==> src/rtl/mesi_cbus_snoop_resp.sv <==
// Per-CPU coherence-bus responder: snoops/grants against a local tagless MESI line table.
// Optional snoop hit counter enabled by defining MESI_SNOOP_STATS_EN.
module mesi_cbus_snoop_resp #(
  parameter int CBUS_CMD_WIDTH = 3,
  parameter int ADDR_WIDTH     = 32,
  parameter int INDEX_WIDTH    = 4,
  parameter int SNOOP_LAT      = 2
) (
  input  logic                            clk,
  input  logic                            rst,
  input  logic [CBUS_CMD_WIDTH-1:0]       cbus_cmd_i,
  input  logic [ADDR_WIDTH-1:0]           cbus_addr_i,
  output logic                            cbus_ack_o,
  output logic                            wb_req_o,
  output logic [ADDR_WIDTH-1:0]           wb_addr_o,
  input  logic                            wb_ack_i,
  output logic                            cpu_en_wr_o,
  output logic                            cpu_en_rd_o,
  input  logic                            cpu_done_i,
  input  logic                            cpu_excl_i,
  output logic [2*(2**INDEX_WIDTH)-1:0]   line_state_o,
  output logic [15:0]                     snoop_hit_cnt_o,
  output logic [2:0]                      state_dbg_o
);

  localparam int LINES = 2**INDEX_WIDTH;
  localparam int CNT_W = (SNOOP_LAT > 1) ? $clog2(SNOOP_LAT) : 1;

  localparam logic [CBUS_CMD_WIDTH-1:0] CMD_NOP      = CBUS_CMD_WIDTH'(0);
  localparam logic [CBUS_CMD_WIDTH-1:0] CMD_WR_SNOOP = CBUS_CMD_WIDTH'(1);
  localparam logic [CBUS_CMD_WIDTH-1:0] CMD_RD_SNOOP = CBUS_CMD_WIDTH'(2);
  localparam logic [CBUS_CMD_WIDTH-1:0] CMD_EN_WR    = CBUS_CMD_WIDTH'(3);
  localparam logic [CBUS_CMD_WIDTH-1:0] CMD_EN_RD    = CBUS_CMD_WIDTH'(4);

  localparam logic [1:0] LS_I = 2'd0;
  localparam logic [1:0] LS_S = 2'd1;
  localparam logic [1:0] LS_E = 2'd2;
  localparam logic [1:0] LS_M = 2'd3;

  typedef enum logic [2:0] {
    ST_IDLE, ST_SNOOP, ST_WB, ST_GRANT, ST_ACK, ST_WAIT_NOP
  } state_t;

  state_t                         state, state_nxt;
  logic [CBUS_CMD_WIDTH-1:0]      cmd_q;
  logic [ADDR_WIDTH-1:0]          addr_q;
  logic [CNT_W-1:0]               lat_cnt;
  logic [LINES-1:0][1:0]          line_q;
  logic [INDEX_WIDTH-1:0]         idx;
  logic [1:0]                     cur_line;
  logic                           snoop_resolve;
  logic                           upd_en;
  logic [1:0]                     upd_val;

  assign idx           = addr_q[INDEX_WIDTH-1:0];
  assign cur_line      = line_q[idx];
  assign snoop_resolve = (state == ST_SNOOP) && (lat_cnt == '0);

  // Handshake: a non-NOP cbus command is held by the controller until cbus_ack_o pulses,
  // then must return to NOP before the next command; wb_req_o is held until wb_ack_i.
  always_ff @(posedge clk or negedge rst) begin
    if (!rst) state <= ST_IDLE;
    else      state <= state_nxt;
  end

  always_comb begin
    state_nxt = state;
    case (state)
      ST_IDLE: begin
        if (cbus_cmd_i != CMD_NOP) begin
          case (cbus_cmd_i)
            CMD_WR_SNOOP, CMD_RD_SNOOP: state_nxt = ST_SNOOP;
            CMD_EN_WR, CMD_EN_RD:       state_nxt = ST_GRANT;
            default:                    state_nxt = ST_ACK;
          endcase
        end
      end
      ST_SNOOP:    if (lat_cnt == '0) state_nxt = (cur_line == LS_M) ? ST_WB : ST_ACK;
      ST_WB:       if (wb_ack_i) state_nxt = ST_ACK;
      ST_GRANT:    if (cpu_done_i) state_nxt = ST_ACK;
      ST_ACK:      state_nxt = ST_WAIT_NOP;
      ST_WAIT_NOP: if (cbus_cmd_i == CMD_NOP) state_nxt = ST_IDLE;
      default:     state_nxt = ST_IDLE;
    endcase
  end

  always_comb begin
    cbus_ack_o  = (state == ST_ACK);
    wb_req_o    = (state == ST_WB);
    wb_addr_o   = (state == ST_WB) ? addr_q : '0;
    cpu_en_wr_o = (state == ST_IDLE) && (cbus_cmd_i == CMD_EN_WR);
    cpu_en_rd_o = (state == ST_IDLE) && (cbus_cmd_i == CMD_EN_RD);
    state_dbg_o = state;
  end

  // Single-line update for the captured index; at most one fires per command.
  always_comb begin
    upd_en  = 1'b0;
    upd_val = cur_line;
    case (state)
      ST_SNOOP: begin
        if (snoop_resolve && cur_line != LS_M) begin
          if (cmd_q == CMD_WR_SNOOP) begin
            upd_en  = 1'b1;
            upd_val = LS_I;
          end else if (cur_line == LS_E) begin
            upd_en  = 1'b1;
            upd_val = LS_S;
          end
        end
      end
      ST_WB: begin
        if (wb_ack_i) begin
          upd_en  = 1'b1;
          upd_val = (cmd_q == CMD_WR_SNOOP) ? LS_I : LS_S;
        end
      end
      ST_GRANT: begin
        if (cpu_done_i) begin
          upd_en  = 1'b1;
          upd_val = (cmd_q == CMD_EN_WR) ? LS_M : (cpu_excl_i ? LS_E : LS_S);
        end
      end
      default: ;
    endcase
  end

  always_ff @(posedge clk or negedge rst) begin
    if (!rst) begin
      cmd_q   <= CMD_NOP;
      addr_q  <= '0;
      lat_cnt <= '0;
      line_q  <= '0;
    end else begin
      if (state == ST_IDLE && cbus_cmd_i != CMD_NOP) begin
        cmd_q   <= cbus_cmd_i;
        addr_q  <= cbus_addr_i;
        lat_cnt <= CNT_W'(SNOOP_LAT - 1);
      end else if (state == ST_SNOOP && lat_cnt != '0) begin
        lat_cnt <= lat_cnt - CNT_W'(1);
      end
      if (upd_en) line_q[idx] <= upd_val;
    end
  end

  assign line_state_o = line_q;

`ifdef MESI_SNOOP_STATS_EN
  logic [15:0] hit_cnt_q;

  always_ff @(posedge clk or negedge rst) begin
    if (!rst) begin
      hit_cnt_q <= '0;
    end else if (snoop_resolve && cur_line != LS_I && hit_cnt_q != 16'hFFFF) begin
      hit_cnt_q <= hit_cnt_q + 16'd1;
    end
  end

  assign snoop_hit_cnt_o = hit_cnt_q;
`else
  assign snoop_hit_cnt_o = 16'h0000;
`endif

endmodule

==> config.mk <==
export PLATFORM = sky130hd
export DESIGN_NAME = mesi_cbus_snoop_resp
export DESIGN_NICKNAME = d
export VERILOG_FILES = /design/src/rtl/mesi_cbus_snoop_resp.sv
export SDC_FILE = /design/constraint.sdc
export NUM_CORES = 1
export LEC_CHECK = 0
export ABC_CLOCK_PERIOD_IN_PS = 2600
export CORE_MARGIN = 2
export CORE_UTILIZATION = 38
export DETAILED_ROUTE_END_ITERATION = 16
export GPL_TIMING_DRIVEN = 0
export PLACE_DENSITY_LB_ADDON = 0.3
export SETUP_SLACK_MARGIN = 0.5
export SYNTH_ARGS = -nofsm -noshare
export SYNTH_HDL_FRONTEND = slang
export SYNTH_SLANG_ARGS = --single-unit
==> constraint.sdc <==
create_clock -name clk -period 2.6 [get_ports clk]
set_input_delay 0.39 -clock clk [delete_from_list [all_inputs] [get_ports clk]]
set_output_delay 0.39 -clock clk [all_outputs]
set_load 0.02 [all_outputs]
==> results of run 1 <==
[cell usage in the layout (no fill, tap or decap), types with 3 or more instances in the layout]
master	synthesis	routed
a22o_1	4	4
and2_1	33	11
buf_6	2	29
nand4_1	4	4
conb_1	1	16
buf_4	16	37
and3_4	4	4
nor2b_1	4	4
nor2_1	16	13
dfrtp_1	71	68
buf_8	0	4
mux2_2	57	40
mux2_4	8	25
clkbuf_8	0	14
mux4_2	7	7
o31ai_1	3	3
buf_2	3	12
nand3_1	7	3
and2_4	0	22
clkdlybuf4s50_1	0	73
inv_1	7	6
dfrtp_2	0	3
clkbuf_2	0	5
a21oi_1	7	7
nand2_1	12	11
nand3b_1	4	4
nand3_2	0	4
[routing by layer]
layer / GRT usage, % / share of wire, % / vias up
met4: 6.98 / 2.2 / 0
met3: 3.80 / 5.8 / 19
met1: 24.8 / 42 / 1486
met2: 29.4 / 50 / 110
met5: 0 / 0 / -
li1: - / - / 1406
[through the flow]
stage	cell area [um2]	worst slack [ps]
final	5800	-33.1
after CTS	5610	13.5
after floorplan	3870	157
after detailed placement	5130	-256
after global routing	5800	-65.3
after global placement	5130	-1280
[what timing repair did]
| action | in CTS | in global routing |
|---|---|---|
| endpoints found under the setup margin | 99 | 98 |
| gates resized for setup | 167 | 110 |
| buffers inserted | 14 | 9 |
| endpoints found under the hold margin | 0 | 0 |
| pin swaps | 12 | 31 |
| gates cloned | 1 | 1 |
[flip-flops by register name, summed over array words and instances, names as in the netlist]
| name | count |
|---|---|
| cmd_q | 3 |
| addr_q | 32 |
| line_state_o | 32 |
| state_dbg_o | 3 |
| lat_cnt | 1 |
[cell type report]
cell class / instances / area share [%]
Buffer: 33 / 4.96
Inverter: 7 / 0.453
Timing Repair Buffer: 135 / 22.3
Multi-Input combinational cell: 217 / 35.3
Sequential cell: 71 / 30.7
Clock inverter: 3 / 0.734
Clock buffer: 12 / 2.68
Tap cell: 133 / 2.87
[worst max-delay path: stages (launching register included)]
cell	delay [ps]
dfrtp_1	360
buf_6	150
buf_8	130
mux4_2	550
o2111ai_4	250
and2_4	230
mux2i_2	250
o221ai_2	160
buf_6	170
mux2_4	270
[kinds of logic (layout without fill, tap and decap cells)]
family	count (synthesis)	count (layout)	synth area share (%)
AOI/OAI and AO/OA	30	30	6.10
xor gates and xnor gates	1	1	0.235
buffers and inverters	40	190	6.13
DFF	71	71	47.6
muxes	75	75	25.4
other	1	16	0.100
and+or+nand+nor	95	95	14.4
[power breakdown]
| part | leakage, nW | internal [mW] | switching (mW) |
|---|---|---|---|
| combinational | 1.68 | 1.17 | 1.14 |
| clock | 0.0985 | 0.490 | 0.415 |
| sequential | 0.907 | 1.46 | 0.237 |
[worst paths after layout]
kind                               endpoint  slack (ps)
max reg2reg                 line_state_o[0]         -30
min reg2reg                        cmd_q[2]         500
max in group asynchronous    state_dbg_o[2]        1800
min                        line_state_o[24]         160
min in group clk                   cmd_q[2]         500
max                         line_state_o[0]         -30
==> flow_metrics.tcl, run 1 <==
set metrics [dict create \
    outcome "complete, but fails checks" \
    violations "negative setup slack" \
    nFillCells 807 \
    regArea_mm2 0.00178 \
    numCtsBuffers 9 \
    drt-vias-per-instance 4.94 \
    layout_setup_ws_ps -33.1 \
    grt_pass1_vias 2791 \
    worstPathMaxFanout 10 \
    dr.pass1.iters 5 \
    tns_ps -316 \
    synth-edff-count 0 \
    yosysMostFrequentCell "dfrtp_1" \
    utilization_pct 60.1 \
    instances_no_fill 611 \
    fin_skew_ps 10.4 \
    yosysUniqueCellTypes 40 \
    r2r-start "addr_q[1]" \
    cts.path.max_buffers 2 \
    htreeDepth 3 \
    peakVddDrop_v 0.000455 \
    multi_input_area_mm2 0.00205 \
    grt_pass1_wl_um 14900 \
    max_cap_viol_count 0 \
    nets 514 \
    clock_latency_ps 350 \
    ys_ff_latch 71 \
    power.total_mw 4.91 \
    grt.overflow.total 0 \
    ys_seq_area_share_pct 47.6 \
    worst_slew_pin_slew_ps 883 \
    hold_viol_final 0 \
    clk_pin_slew_ps 80 \
    grt_usage_pct 18.4 \
    synth_area_per_cell_um2 11.9 \
    critPathCaptureType "flop" \
    slew_headroom_pct 41.1 \
    num_vias 3021 \
    netlist_area_mm2 0.00373 \
    drc 0 \
    placed_cells 571 \
    layout_worst_path_cycle_share_pct 101 \
    ys_warn_count 0 \
    place_congestion 0.806 \
    postCtsHoldBufs 0 \
    antenna_found_initial 0 \
    cts_tree "yes" \
    async_flop_share_pct 100 \
    cts_root_buf "clkbuf_8" \
    hp-class "in -> async" \
    pin_count 127 \
    clock_sinks 71 \
    setup_viol 17 \
    antenna_cells 0 \
    whs_ps 163 \
    initial_utilization_pct 38.7 \
    die_h_um 103 \
    dp.final_hpwl_um 6870 \
    die-area_mm2 0.0106 \
    die_w_um 103 \
    fin_crit_ps 2630 \
    synth.top_cell.area_share_pct 47.6 \
    drt_wl_total_um 10500 \
    postSynthCellCount 313 \
    synthToLayoutAreaGrowth_pct 55.3 \
    worstSetupStartpointType "flop" \
    final_antenna_net_count 0 \
    routedWlPerCell_um 17.3 \
    p_leak_nw 2.69 \
    fp-row-count 36 \
    synth_top_area_cell "dfrtp_1" \
    drive_above_1_share_pct 48.7 \
    yosys-top-cells-count "dfrtp_1 (71), mux2_2 (57), and2_1 (33), buf_4 (16), nor2_1 (16)" \
    io_buffers 110 \
    power.density_mw_per_mm2 847 \
    drv_slew 0 \
    fmax_mhz 380 \
    synth_top_flop_cell "dfrtp_1" \
    grt_max_degree 72 \
    cp.required_ps 2830 \
    cp-startpoint "addr_q[1]" \
    rsz0062_at_grt "true" \
    core_mm2 0.00964 \
    drtIter0Drc 160 \
    worstSetupPathType "reg -> reg" \
    reg2reg_depth 9 \
    worstPathArrival_ps 2870 \
    yosys-top-cells-area "dfrtp_1 (48%), mux2_2 (17%), and2_1 (5.5%)" \
]
Power figures use the tool's default switching activity.
==> run 2: changes to the inputs <==
- ABC_CLOCK_PERIOD_IN_PS: 2600 -> 2200
- SLEW_MARGIN: default -> 5
- clock period: 2.6 -> 2.2 ns (I/O delays scaled with it)
==> run 2 against run 1 <==
- the run still ends with negative setup slack left
- cell area is 11% higher
- non-clock buffer count is 29 higher
- critical endpoint unchanged
- register-to-register slack worse by 310 ps
- critical path depth stayed put
- sequential cell count stayed put
- sequential power is 19% higher
- clock-buffer cell count is 1 lower
- cell count is 4.6% higher
- largest power group unchanged
- fmax is 3.4% higher
==> flow_metrics.tcl, run 2 (synthesis gave the netlist of run 1 again) <==
set metrics [dict create \
    worstPathArrival_ps 2780 \
    critPathCaptureType "flop" \
    antenna_found_initial 0 \
    cts_tree "yes" \
    grtUsageMet3_pct 3.46 \
    cp-startpoint "addr_q[1]" \
    drc 0 \
    fin_skew_ps 11.5 \
    tns_ps -11000 \
    violations "negative setup slack" \
    grt_pass1_wl_um 16600 \
    drt_wl_total_um 11600 \
    pin_count 127 \
    outcome "complete, but fails checks" \
    cts.path.max_buffers 2 \
    die_w_um 103 \
    place_congestion 0.804 \
    layout_common_cells "dfrtp_1 (69), buf_6 (64), mux2_4 (50), clkdlybuf4s50_1 (45), buf_4 (38)" \
    cp.required_ps 2430 \
    nets 544 \
    power.total_mw 6.32 \
    hold_viol_final 0 \
    fin_area_mm2 0.00646 \
    final_antenna_net_count 0 \
    die-area_mm2 0.0106 \
    drt-vias-per-instance 4.94 \
    p_leak_nw 3.35 \
    die_h_um 103 \
    core_mm2 0.00964 \
    grt_max_degree 44 \
    io_buffers 110 \
    instances_no_fill 639 \
    cts_root_buf "clkbuf_8" \
    slowest_delay_ps 500 \
    place_area_mm2 0.00521 \
    worstSetupPathType "reg -> reg" \
    numCtsBuffers 9 \
    rsz0062_at_grt "true" \
    clock_latency_ps 350 \
    drtIter0Drc 152 \
    placed_cells 572 \
    fmax_mhz 393 \
    worst_slew_pin_slew_ps 642 \
    fp-row-count 36 \
    worstPathMaxFanout 8 \
    cp_cell_sequence "buf_6, mux4_2, mux2_2, a21oi_4, buf_6, buf_12, a211o_4, nand3b_1, mux2_4" \
    worstSetupStartpointType "flop" \
    htreeDepth 3 \
    use_met2_pct 33.4 \
    clock_sinks 71 \
    routedWlPerCell_um 18.1 \
    layout_commonest_cell "dfrtp_1" \
    layout_worst_path_cycle_share_pct 116 \
    num_vias 3157 \
    dp.final_hpwl_um 7220 \
    setup_viol 46 \
    r2r-start "addr_q[1]" \
    drv_slew 0 \
    grt_usage_pct 20.6 \
    max_cap_viol_count 0 \
    critPathTopFamily "multiplexers" \
    path_buf_inv 3 \
    slew_headroom_pct 57.2 \
    fin_crit_ps 2550 \
    met1_usage_pct 27.7 \
    busiest_layer "met2" \
    synthToLayoutAreaGrowth_pct 73.1 \
    clk_pin_slew_ps 70 \
    layout_setup_ws_ps -347 \
    dr.pass1.iters 4 \
    grt.overflow.total 0 \
    cpMostUsedCell "buf_6" \
    antenna_cells 0 \
    nFillCells 723 \
    power.density_mw_per_mm2 978 \
    grt_pass1_vias 3166 \
    drive_above_1_share_pct 54.5 \
    hp-class "in -> async" \
    peakVddDrop_v 0.000483 \
    initial_utilization_pct 38.7 \
    dp_slack_ps -599 \
    crit_path_top_delay_cell "mux4_2" \
]
-- run 2: cell types whose count changed in the layout (fill, tap and decap cells not counted), sizes merged --
cell,previous run,this run
clkdlybuf4s15,1,0
buf,82,116
bufinv,1,0
dlymetal6s2s,0,12
clkinvlp,1,0
dlygate4sd2,1,15
nand2,12,13
clkinv,1,2
clkbuf,23,19
clkdlybuf4s50,73,45
dlygate4sd3,0,1
-- run 2: worst paths after layout --
kind,end,slack [ps],depth (start not counted)
min in group clk,addr_q[28],510,1
max reg2reg,line_state_o[0],-350,9
max,line_state_o[0],-350,9
min reg2reg,addr_q[28],510,1
min,line_state_o[5],450,2
max in group asynchronous,addr_q[29],1200,3
-- run 2: timing repair --
item | CTS | global route
pin swaps | 25 | 10
resized for setup | 344 | 64
gates cloned | 3 | 5
endpoints found under the setup margin | 115 | 111
buffers inserted | 32 | 13
hold buffers | 1 | 0
endpoints found under the hold margin | 28 | 0
-- run 2: cell type report --
| cell class | count | area [um2] | share of cell area (%) |
|---|---|---|---|
| Multi-Input combinational cell | 218 | 2210 | 34.2 |
| Sequential cell | 71 | 1780 | 27.5 |
| Timing Repair Buffer | 164 | 1760 | 27.3 |
| Buffer | 33 | 360 | 5.58 |
| Tap cell | 133 | 166 | 2.58 |
| Clock buffer | 11 | 141 | 2.19 |
| Inverter | 7 | 28.8 | 0.445 |
| Clock inverter | 2 | 10.0 | 0.155 |
-- run 2: power breakdown --
group | total, mW | switching (mW) | internal [mW] | leakage [nW]
sequential | 2.03 | 0.305 | 1.72 | 0.908
clock | 0.884 | 0.466 | 0.418 | 0.0809
combinational | 3.41 | 1.49 | 1.92 | 2.36
total | 6.32 | 2.26 | 4.06 | 3.35
-- run 2: layer usage --
metal,routed length [um],up-vias
met4,225,0
met5,0,-
li1,-,1458
met1,4910,1575
met3,643,17
met2,5780,107
-- run 2: metrics by stage --
stage | util, % | hold slack, ps
final | 67.0 | 454
after global routing | 67.0 | 482
after CTS | 63.2 | 455
after detailed placement | 54.0 | 290
after global placement | 53.8 | 479
after floorplan | - | 34.4
